## config.mk

```make
export PLATFORM = sky130hd
export DESIGN_NAME = ajust_ascii_muldiv
export DESIGN_NICKNAME = d
export VERILOG_FILES = /design/src/rtl/ajust_ascii_muldiv.sv
export SDC_FILE = /design/constraint.sdc
export NUM_CORES = 1
export LEC_CHECK = 0
export ABC_AREA = 1
export BUFFER_PORTS_ARGS = -buffer_cell sky130_fd_sc_hd__buf_4
export CAP_MARGIN = 30
export CORE_ASPECT_RATIO = 0.5
export CORE_MARGIN = 1
export CORE_UTILIZATION = 45
export CTS_CLUSTER_SIZE = 40
export DETAILED_ROUTE_END_ITERATION = 10
export GPL_ROUTABILITY_DRIVEN = 1
export PLACE_DENSITY = 0.65
export SETUP_SLACK_MARGIN = 0.1
export SYNTH_ARGS = -nofsm -noshare
export SYNTH_HDL_FRONTEND = slang
export SYNTH_SLANG_ARGS = --single-unit
```

## constraint.sdc

```tcl
create_clock -name clk -period 7.4 [get_ports clk]
set_input_delay 0.37 -clock clk [delete_from_list [all_inputs] [get_ports clk]]
set_output_delay 0.37 -clock clk [all_outputs]
set_load 0.005 [all_outputs]
```

## src/rtl/ajust_ascii_muldiv.sv

```systemverilog
// ajust_ascii_muldiv: iterative ASCII adjust after multiply (AAM) / before divide (AAD).
// AAM runs an 8-step restoring division of AL by the radix; AAD runs an 8-step
// shift-add of AH*radix and then adds AL. Both give a 9-cycle latency, and a new
// request may be issued back-to-back during the done cycle.
// Optional feature macro: AJUST_IMM_BASE_EN adds the 'base' port, which supplies
// the radix. AAM with a radix of zero reports a divide error after one cycle.
module ajust_ascii_muldiv (
    input  logic        clk,
    input  logic        rst,
    input  logic        start,
    input  logic        op,
    input  logic [15:0] Ain,
`ifdef AJUST_IMM_BASE_EN
    input  logic [7:0]  base,
`endif
    output logic        busy,
    output logic        done,
    output logic [15:0] A,
    output logic        SF,
    output logic        ZF,
    output logic        PF,
    output logic        DE
);

    typedef enum logic [1:0] {IDLE, AAM_DIV, AAD_MAC, FIN} state_t;

    state_t      state_q, state_d;
    logic [2:0]  iter_q, iter_d;
    logic [7:0]  work_q, work_d;
    logic [7:0]  al_q, al_d;
    logic [7:0]  acc_q, acc_d;
    logic [15:0] a_q, a_d;
    logic        sf_q, sf_d, zf_q, zf_d, pf_q, pf_d;
    logic [7:0]  radix;
    logic [8:0]  rem_sh;
    logic [7:0]  mac;
    logic [7:0]  res_lo;
    logic        upd_flags;
    logic        de_d;

`ifdef AJUST_IMM_BASE_EN
    logic [7:0]  radix_q, radix_d;
    logic        de_q;
    assign radix = radix_q;
    assign DE    = de_q;
`else
    assign radix = 8'd10;
    assign DE    = 1'b0;
`endif

    assign busy = (state_q == AAM_DIV) || (state_q == AAD_MAC);
    assign done = (state_q == FIN);
    assign A    = a_q;
    assign SF   = sf_q;
    assign ZF   = zf_q;
    assign PF   = pf_q;

    // Next-state logic: capture operands on accept, iterate, and commit the result on the last step
    always_comb begin
        state_d   = state_q;
        iter_d    = iter_q;
        work_d    = work_q;
        al_d      = al_q;
        acc_d     = acc_q;
        a_d       = a_q;
        sf_d      = sf_q;
        zf_d      = zf_q;
        pf_d      = pf_q;
        rem_sh    = 9'd0;
        mac       = 8'd0;
        res_lo    = 8'd0;
        upd_flags = 1'b0;
        de_d      = 1'b0;
`ifdef AJUST_IMM_BASE_EN
        radix_d   = radix_q;
        de_d      = de_q;
`endif
        case (state_q)
            IDLE, FIN: begin
                state_d = IDLE;
                if (start) begin
                    work_d  = op ? Ain[15:8] : Ain[7:0];
                    al_d    = Ain[7:0];
                    acc_d   = 8'd0;
                    iter_d  = 3'd0;
                    state_d = op ? AAD_MAC : AAM_DIV;
`ifdef AJUST_IMM_BASE_EN
                    radix_d = base;
                    if (!op && (base == 8'd0)) begin
                        state_d = FIN;
                        a_d     = Ain;
                        de_d    = 1'b1;
                    end
`endif
                end
            end
            AAM_DIV: begin
                rem_sh = {acc_q, work_q[7]};
                iter_d = iter_q + 3'd1;
                if (rem_sh >= {1'b0, radix}) begin
                    acc_d  = rem_sh[7:0] - radix;
                    work_d = {work_q[6:0], 1'b1};
                end else begin
                    acc_d  = rem_sh[7:0];
                    work_d = {work_q[6:0], 1'b0};
                end
                if (iter_q == 3'd7) begin
                    state_d   = FIN;
                    a_d       = {work_d, acc_d};
                    res_lo    = acc_d;
                    upd_flags = 1'b1;
                    de_d      = 1'b0;
                end
            end
            AAD_MAC: begin
                mac    = {acc_q[6:0], 1'b0} + (work_q[7] ? radix : 8'd0);
                acc_d  = mac;
                work_d = {work_q[6:0], 1'b0};
                iter_d = iter_q + 3'd1;
                if (iter_q == 3'd7) begin
                    state_d   = FIN;
                    res_lo    = mac + al_q;
                    a_d       = {8'h00, res_lo};
                    upd_flags = 1'b1;
                    de_d      = 1'b0;
                end
            end
            default: state_d = IDLE;
        endcase
        if (upd_flags) begin
            sf_d = res_lo[7];
            zf_d = (res_lo == 8'd0);
            pf_d = ~^res_lo;
        end
    end

    // State and datapath registers with synchronous reset clearing every output
    always_ff @(posedge clk) begin
        if (rst) begin
            state_q <= IDLE;
            iter_q  <= 3'd0;
            work_q  <= 8'd0;
            al_q    <= 8'd0;
            acc_q   <= 8'd0;
            a_q     <= 16'd0;
            sf_q    <= 1'b0;
            zf_q    <= 1'b0;
            pf_q    <= 1'b0;
        end else begin
            state_q <= state_d;
            iter_q  <= iter_d;
            work_q  <= work_d;
            al_q    <= al_d;
            acc_q   <= acc_d;
            a_q     <= a_d;
            sf_q    <= sf_d;
            zf_q    <= zf_d;
            pf_q    <= pf_d;
        end
    end

`ifdef AJUST_IMM_BASE_EN
    // Captured radix and divide-error flag for the selectable-base build
    always_ff @(posedge clk) begin
        if (rst) begin
            radix_q <= 8'd0;
            de_q    <= 1'b0;
        end else begin
            radix_q <= radix_d;
            de_q    <= de_d;
        end
    end
`else
    logic unused_de;
    assign unused_de = de_d;
`endif

endmodule

```

After elaboration in Yosys (flattened, before gate mapping)
Cells that the tools add are included.
Operators by class
  order comparisons: 1
  $add $sub $neg: 4
  eq/ne operators: 8
  reduce and logical (&&, ||, !) cells: 9
  multiplexer cells: 22
Operator list (count)
  8-bit 2-to-1 mux: 6
  8-bit case mux with 3 select lines: 2
  16-bit 2-to-1 mux: 2
  16-bit case mux with 2 select lines: 1
  8-bit case mux with 2 select lines: 1
  9-bit by 4-bit >= comparator with 1-bit output (second input constant): 1
  8-bit by 4-bit adder with 8-bit output: 1
  8-bit adder: 1
  8-bit zero test: 1
  8-bit XNOR reduction: 1
  8-bit by 4-bit subtractor with 8-bit output (second input constant): 1
  2-bit 2-to-1 mux: 3
  2-bit by 1-bit != test with 1-bit output (second input constant): 3
  3-bit case mux with 2 select lines: 1
  2-bit == test (second input constant): 2
  4-bit 2-to-1 mux: 1
  2-bit case mux with 2 select lines: 1
  2-bit OR reduction: 2
  3-bit by 1-bit adder with 3-bit output (second input constant): 1
  3-bit == test (second input constant): 1
  1-bit 2-to-1 mux: 3
  3-bit 2-to-1 mux: 1
  3-bit AND reduction: 1
  2-bit by 1-bit == test with 1-bit output (second input constant): 1
  other kinds (5): 5
Storage, ports and cells
  bits in registers: 48
  input port bits: 20

Longest topological paths before layout
  depth after elaboration: 6
  gate-level depth with buffers: 21
  depth with buffers taken out: 21

Worst setup path after synthesis
No wires, ideal clock.
  path kind: register -> register
  start: register acc_q[2]
  end: register pf_q (netlist: PF)
  cell stages (with the launch flop): 21
  arrival time: 2.796 ns
  path slack: 4.488 ns
  setup time: 0.116 ns
  path through: dfxtp_1 > ha_1 > nand3_1 > nand2_1 > nand3_1 > xor2_1 > ha_1 > a21oi_1 > o21ai_0 > nor2_1 > inv_1 > nand2_1 > nand3_1 > nand2_1 > nand2_2 > ha_1 > xnor2_1 > a21boi_0 > o21ai_0 > o211ai_1 > inv_1
Between the ends
  cells in the longest elaborated chain, start to end: 5
  elaborated cells on any way between the ends: 9
Ends and longest elaborated chain
  from (decl): RTL line 31  | logic [7:0] acc_q, acc_d;
  from (signal assigned): RTL line 144  | acc_q <= 8'd0;
  from (signal assigned): RTL line 154  | acc_q <= acc_d;
  8-bit by 4-bit adder with 8-bit output, or another cell as far along: RTL line 116  | mac = {acc_q[6:0], 1'b0} + (work_q[7] ? radix : 8'd0);
  8-bit adder or 8-bit 2-to-1 mux (tied branches): RTL line 122, 100
  8-bit 2-to-1 mux (on tied branches): RTL line 120, 107
  8-bit case mux with 2 select lines *: RTL line 78  | case (state_q)
  8-bit XNOR reduction *: RTL line 133  | pf_d = ~^res_lo;
  to (signal assigned): RTL line 158  | pf_q <= pf_d;
  to (decl): RTL line 33  | logic sf_q, sf_d, zf_q, zf_d, pf_q, pf_d;
Every way passes the cells marked *; elsewhere a longest branch is shown, timed or not.
A chain may end at the register's enable or synchronous reset.

Final worst setup path
Same ends and word-level chain as after synthesis.

==> results.txt <==
The mean routed wirelength per cell works out to 15.5 um. The clock arrives with 3.14 ps of skew. The insertion delay to the later sink of the worst-skew pair came out at 290 ps. The run finished with clean final reports. The smallest clock period supported by the final layout is computed as 3460 ps. For the required time at the worst-slack endpoint, the log shows 7590 ps. The antenna diode count is 0. The max-slew violation count came out at 0. Ranked by total cell area, the synthesized netlist is headed by dfxtp_1 (32%), nand2_1 (15%), ha_1 (8.4%), a21oi_1 (7.3%), inv_1 (4.0%). Of the post-synthesis cell area, the dominant cell type holds 32.1%. The count of final hold-check violations is 0, and the synthesized instance count is 421.

In this run the power density over the cells is 178 nW/um^2. The count of synthesis-stage warnings from yosys was 0. In this run the standard cell core region covers 6260 sq um. The maximum fanout count along the critical path is 8, and the count of instances resized after the clock tree is built is 0. The root buffer cell chosen for the clock tree is clkbuf_16.

In this run the most critical hold path is launched from Ain[13]. The highest achievable clock rate came out at 0.289 GHz. Setup repair after global routing left no endpoint under its margin.

The row count was 20. For this run, design rule violations remaining after detail routing come to 0. The worst setup path is captured at a register.

The number of distinct library cells after synthesis was 41. Routability-driven placement finished with a final weighted congestion of 0.910. The worst ir drop on vdd is 0.0987 mV, and the width of the die is 117 um.

Entering global routing, the biggest net connects 39 pins. The critical path goes through ha_1 > nand3_1 > nand2_1 > nand3_1 > xor2_1 > ha_1 > a21oi_1 > o21ai_0 > nor2_1 > inv_1 > nand2_1 > nand3_1 > nand2_1 > nand2_2 > ha_1 > xnor2_1 > a21boi_0 > o21ai_0 > o211ai_1 > inv_1. Number of detailed-route iterations in the first pass: 6.

In this run the remaining antenna-violating nets after routing total 0. STA classifies the critical path startpoint as a register. For the pin with the worst max-slew slack, the measured transition is 785 ps. After clock tree synthesis, the flow added hold-fix buffers numbering 0. CTS saw 48 sinks. Setup fix buffers added after clock tree synthesis: 0.

Max-cap violations in this run came to 0. Data on the critical path arrives at its endpoint at 3650 ps. For the final routed database, the setup TNS stands at 0 ps.

Summed over all cells, the static leakage comes to 0.00155 uW. For the number of antenna violations at the first check in global routing, the log shows 0. For this design, the slowest cell found on the critical path is dfxtp_1. The die covers 7010 sq um.

The sum of internal, switching and leakage power was 616 uW. Detailed routing inserted a total of 2923 vias. The HPWL after detailed placement is 6270 um.

The first global-routing pass estimated 13500 um of wire. For the total congestion overflow after global routing, the log shows 0. The via density per instance works out to 5.42. For the total clock buffers created by CTS, the log shows 5. The worst hold path belongs to the class primary input to register. The mapped netlist covers 3000 sq um. Counting every net in the synthesized netlist gives 462. The synthesis-to-finish area growth was 15.5%; the number of storage elements in the synthesis netlist was 48.

The average instance area after synthesis was 7.12 sq um. The startpoint identified for the worst register-to-register timing path is acc_q[2]. The quantity of I/O buffers inserted on ports is 40. Launch point of the worst path: acc_q[2]. After clock tree synthesis, the clock-pin slew on the worst setup and hold paths is 70 ps. The detailed router's first-iteration violation count was 238. The filler cells instantiated in the layout total 620. Measured along the y axis, the die boundary spans 59.7 um.

The share of the Yosys chip area taken by registers is 32.1%. TritonCTS built the clock tree. Startpoint-to-endpoint class of the critical path: register to register.

After detailed placement, the design holds a cell count of 531. The share of post-route cells with drive strength above 1 came out at 19.3%. Dividing the final minimum period by the clock period gives 46.7%. The total number of H-tree levels is 2. Setup violations remaining at the end of the flow were counted as 0. The cell type with the largest total area after synthesis is dfxtp_1. The delay contributed by the slowest stage of the critical path was 520 ps.

The tools report the total detailed-routing wirelength as 8350 um. For the worst hold slack across all endpoints, the log shows 350 ps. Headroom to the max-slew limit came out at 47.6%.

For the final non-filler cell total, the log shows 539. In the global route stage, overall resource usage came out at 25.2%. The tools report the net count reported at finish as 491. The via count of the first global-routing pass is 2681, and the initial core utilization is 47.9%.

The clock passes through at most 2 buffers. The number of primary I/O pins came out at 42.
worst max-delay path: cells and delay by family, from the launching register on:
kind,cells,cell delay [ps]
buf+inv,2,110
compound gates,5,580
xor+xnor,2,400
flops,1,520
fa+ha+maj,3,1000
simple gates,8,750
metrics by stage:
stage                     worst slack (ps)  utilization, %  area, sq um
after floorplan                       4490               -         3000
after global placement                4060            52.9         3310
after detailed placement              4040            52.9         3310
after CTS                             4020            55.3         3460
after global routing                  3620            55.3         3460
final                                 3940            55.3         3460
cells by family (layout without fill, tap and decap cells):
logic type                 after synthesis  in the layout  share of synthesized area, %
AOI/OAI and AO/OA                       94             94                          18.6
other                                    1              1                         0.125
buffers and inverters                   54             84                          7.93
xor gates and xnor gates                 8              8                          2.34
DFF                                     48             48                          32.1
and+or+nand+nor                        195            195                          29.9
adders and majority gates               21             21                          9.02
sequential cells by signal, summed over array words and instances (netlist names):
register  cells
al_q          8
SF            1
ZF            1
PF            1
acc_q         8
work_q        8
state_q       2
A            16
iter_q        3
cells in the mapped netlist (all sizes together):
library cell / n
a21boi: 1
a21o: 1
a21oi: 50
a221oi: 1
a31oi: 4
buf: 13
clkbuf: 5
clkinv: 1
conb: 1
dfxtp: 48
fa: 1
ha: 20
inv: 35
nand2: 129
nand3: 22
nand3b: 2
nand4: 4
nor2: 31
nor3: 4
o211ai: 3
o21ai: 31
o21bai: 2
o221ai: 1
or2: 3
xnor2: 3
xor2: 5
cell type report:
| type | instances | area, sq um | area share (%) |
|---|---|---|---|
| clock inverter | 2 | 13.8 | 0.398 |
| inverter | 36 | 140 | 4.05 |
| sequential | 48 | 961 | 27.8 |
| multi-input combinational | 319 | 1800 | 51.9 |
| clock buffer | 6 | 139 | 4.01 |
| timing repair buffer | 40 | 300 | 8.67 |
| tap | 88 | 110 | 3.18 |
report_power, final:
group / switching [uW] / leakage [uW] / total [uW] / internal, uW
Combinational: 60.6 / 0.00109 / 94.2 / 33.6
Clock: 105 / 0.0000772 / 241 / 135
Sequential: 10.3 / 0.000391 / 281 / 271
Total: 176 / 0.00155 / 616 / 440
per-layer routing:
layer / vias up / wire length [um] / share of wire (%) / GRT usage [%]
met3: 12 / 690 / 8.3 / 5.44
met5: - / 0 / 0 / 0
met2: 115 / 3660 / 44 / 40.7
li1: 1435 / - / - / -
met1: 1361 / 3920 / 47 / 34.2
met4: 0 / 82 / 0.98 / 7.98
path summary, 6_finish.rpt:
path	endpoint	slack (ps)	cells after the start
worst max-delay path	PF	3940	20
worst min-delay path	work_q[5]	350	3
worst max register to register	PF	3940	20
worst min register to register	A[14]	470	2
placed cells by master (no fill, tap or decap), types with 5 or more instances in the layout:
cell type,count
a21oi_2,6
nand2_2,7
buf_4,40
ha_1,20
dfxtp_1,48
nor2_1,24
o21ai_0,23
nand3_1,18
nand2_1,121
a21oi_1,44
xor2_1,5
clkbuf_16,5
inv_1,32
o21ai_2,5
Note: power is estimated with default switching activity, not from simulation.
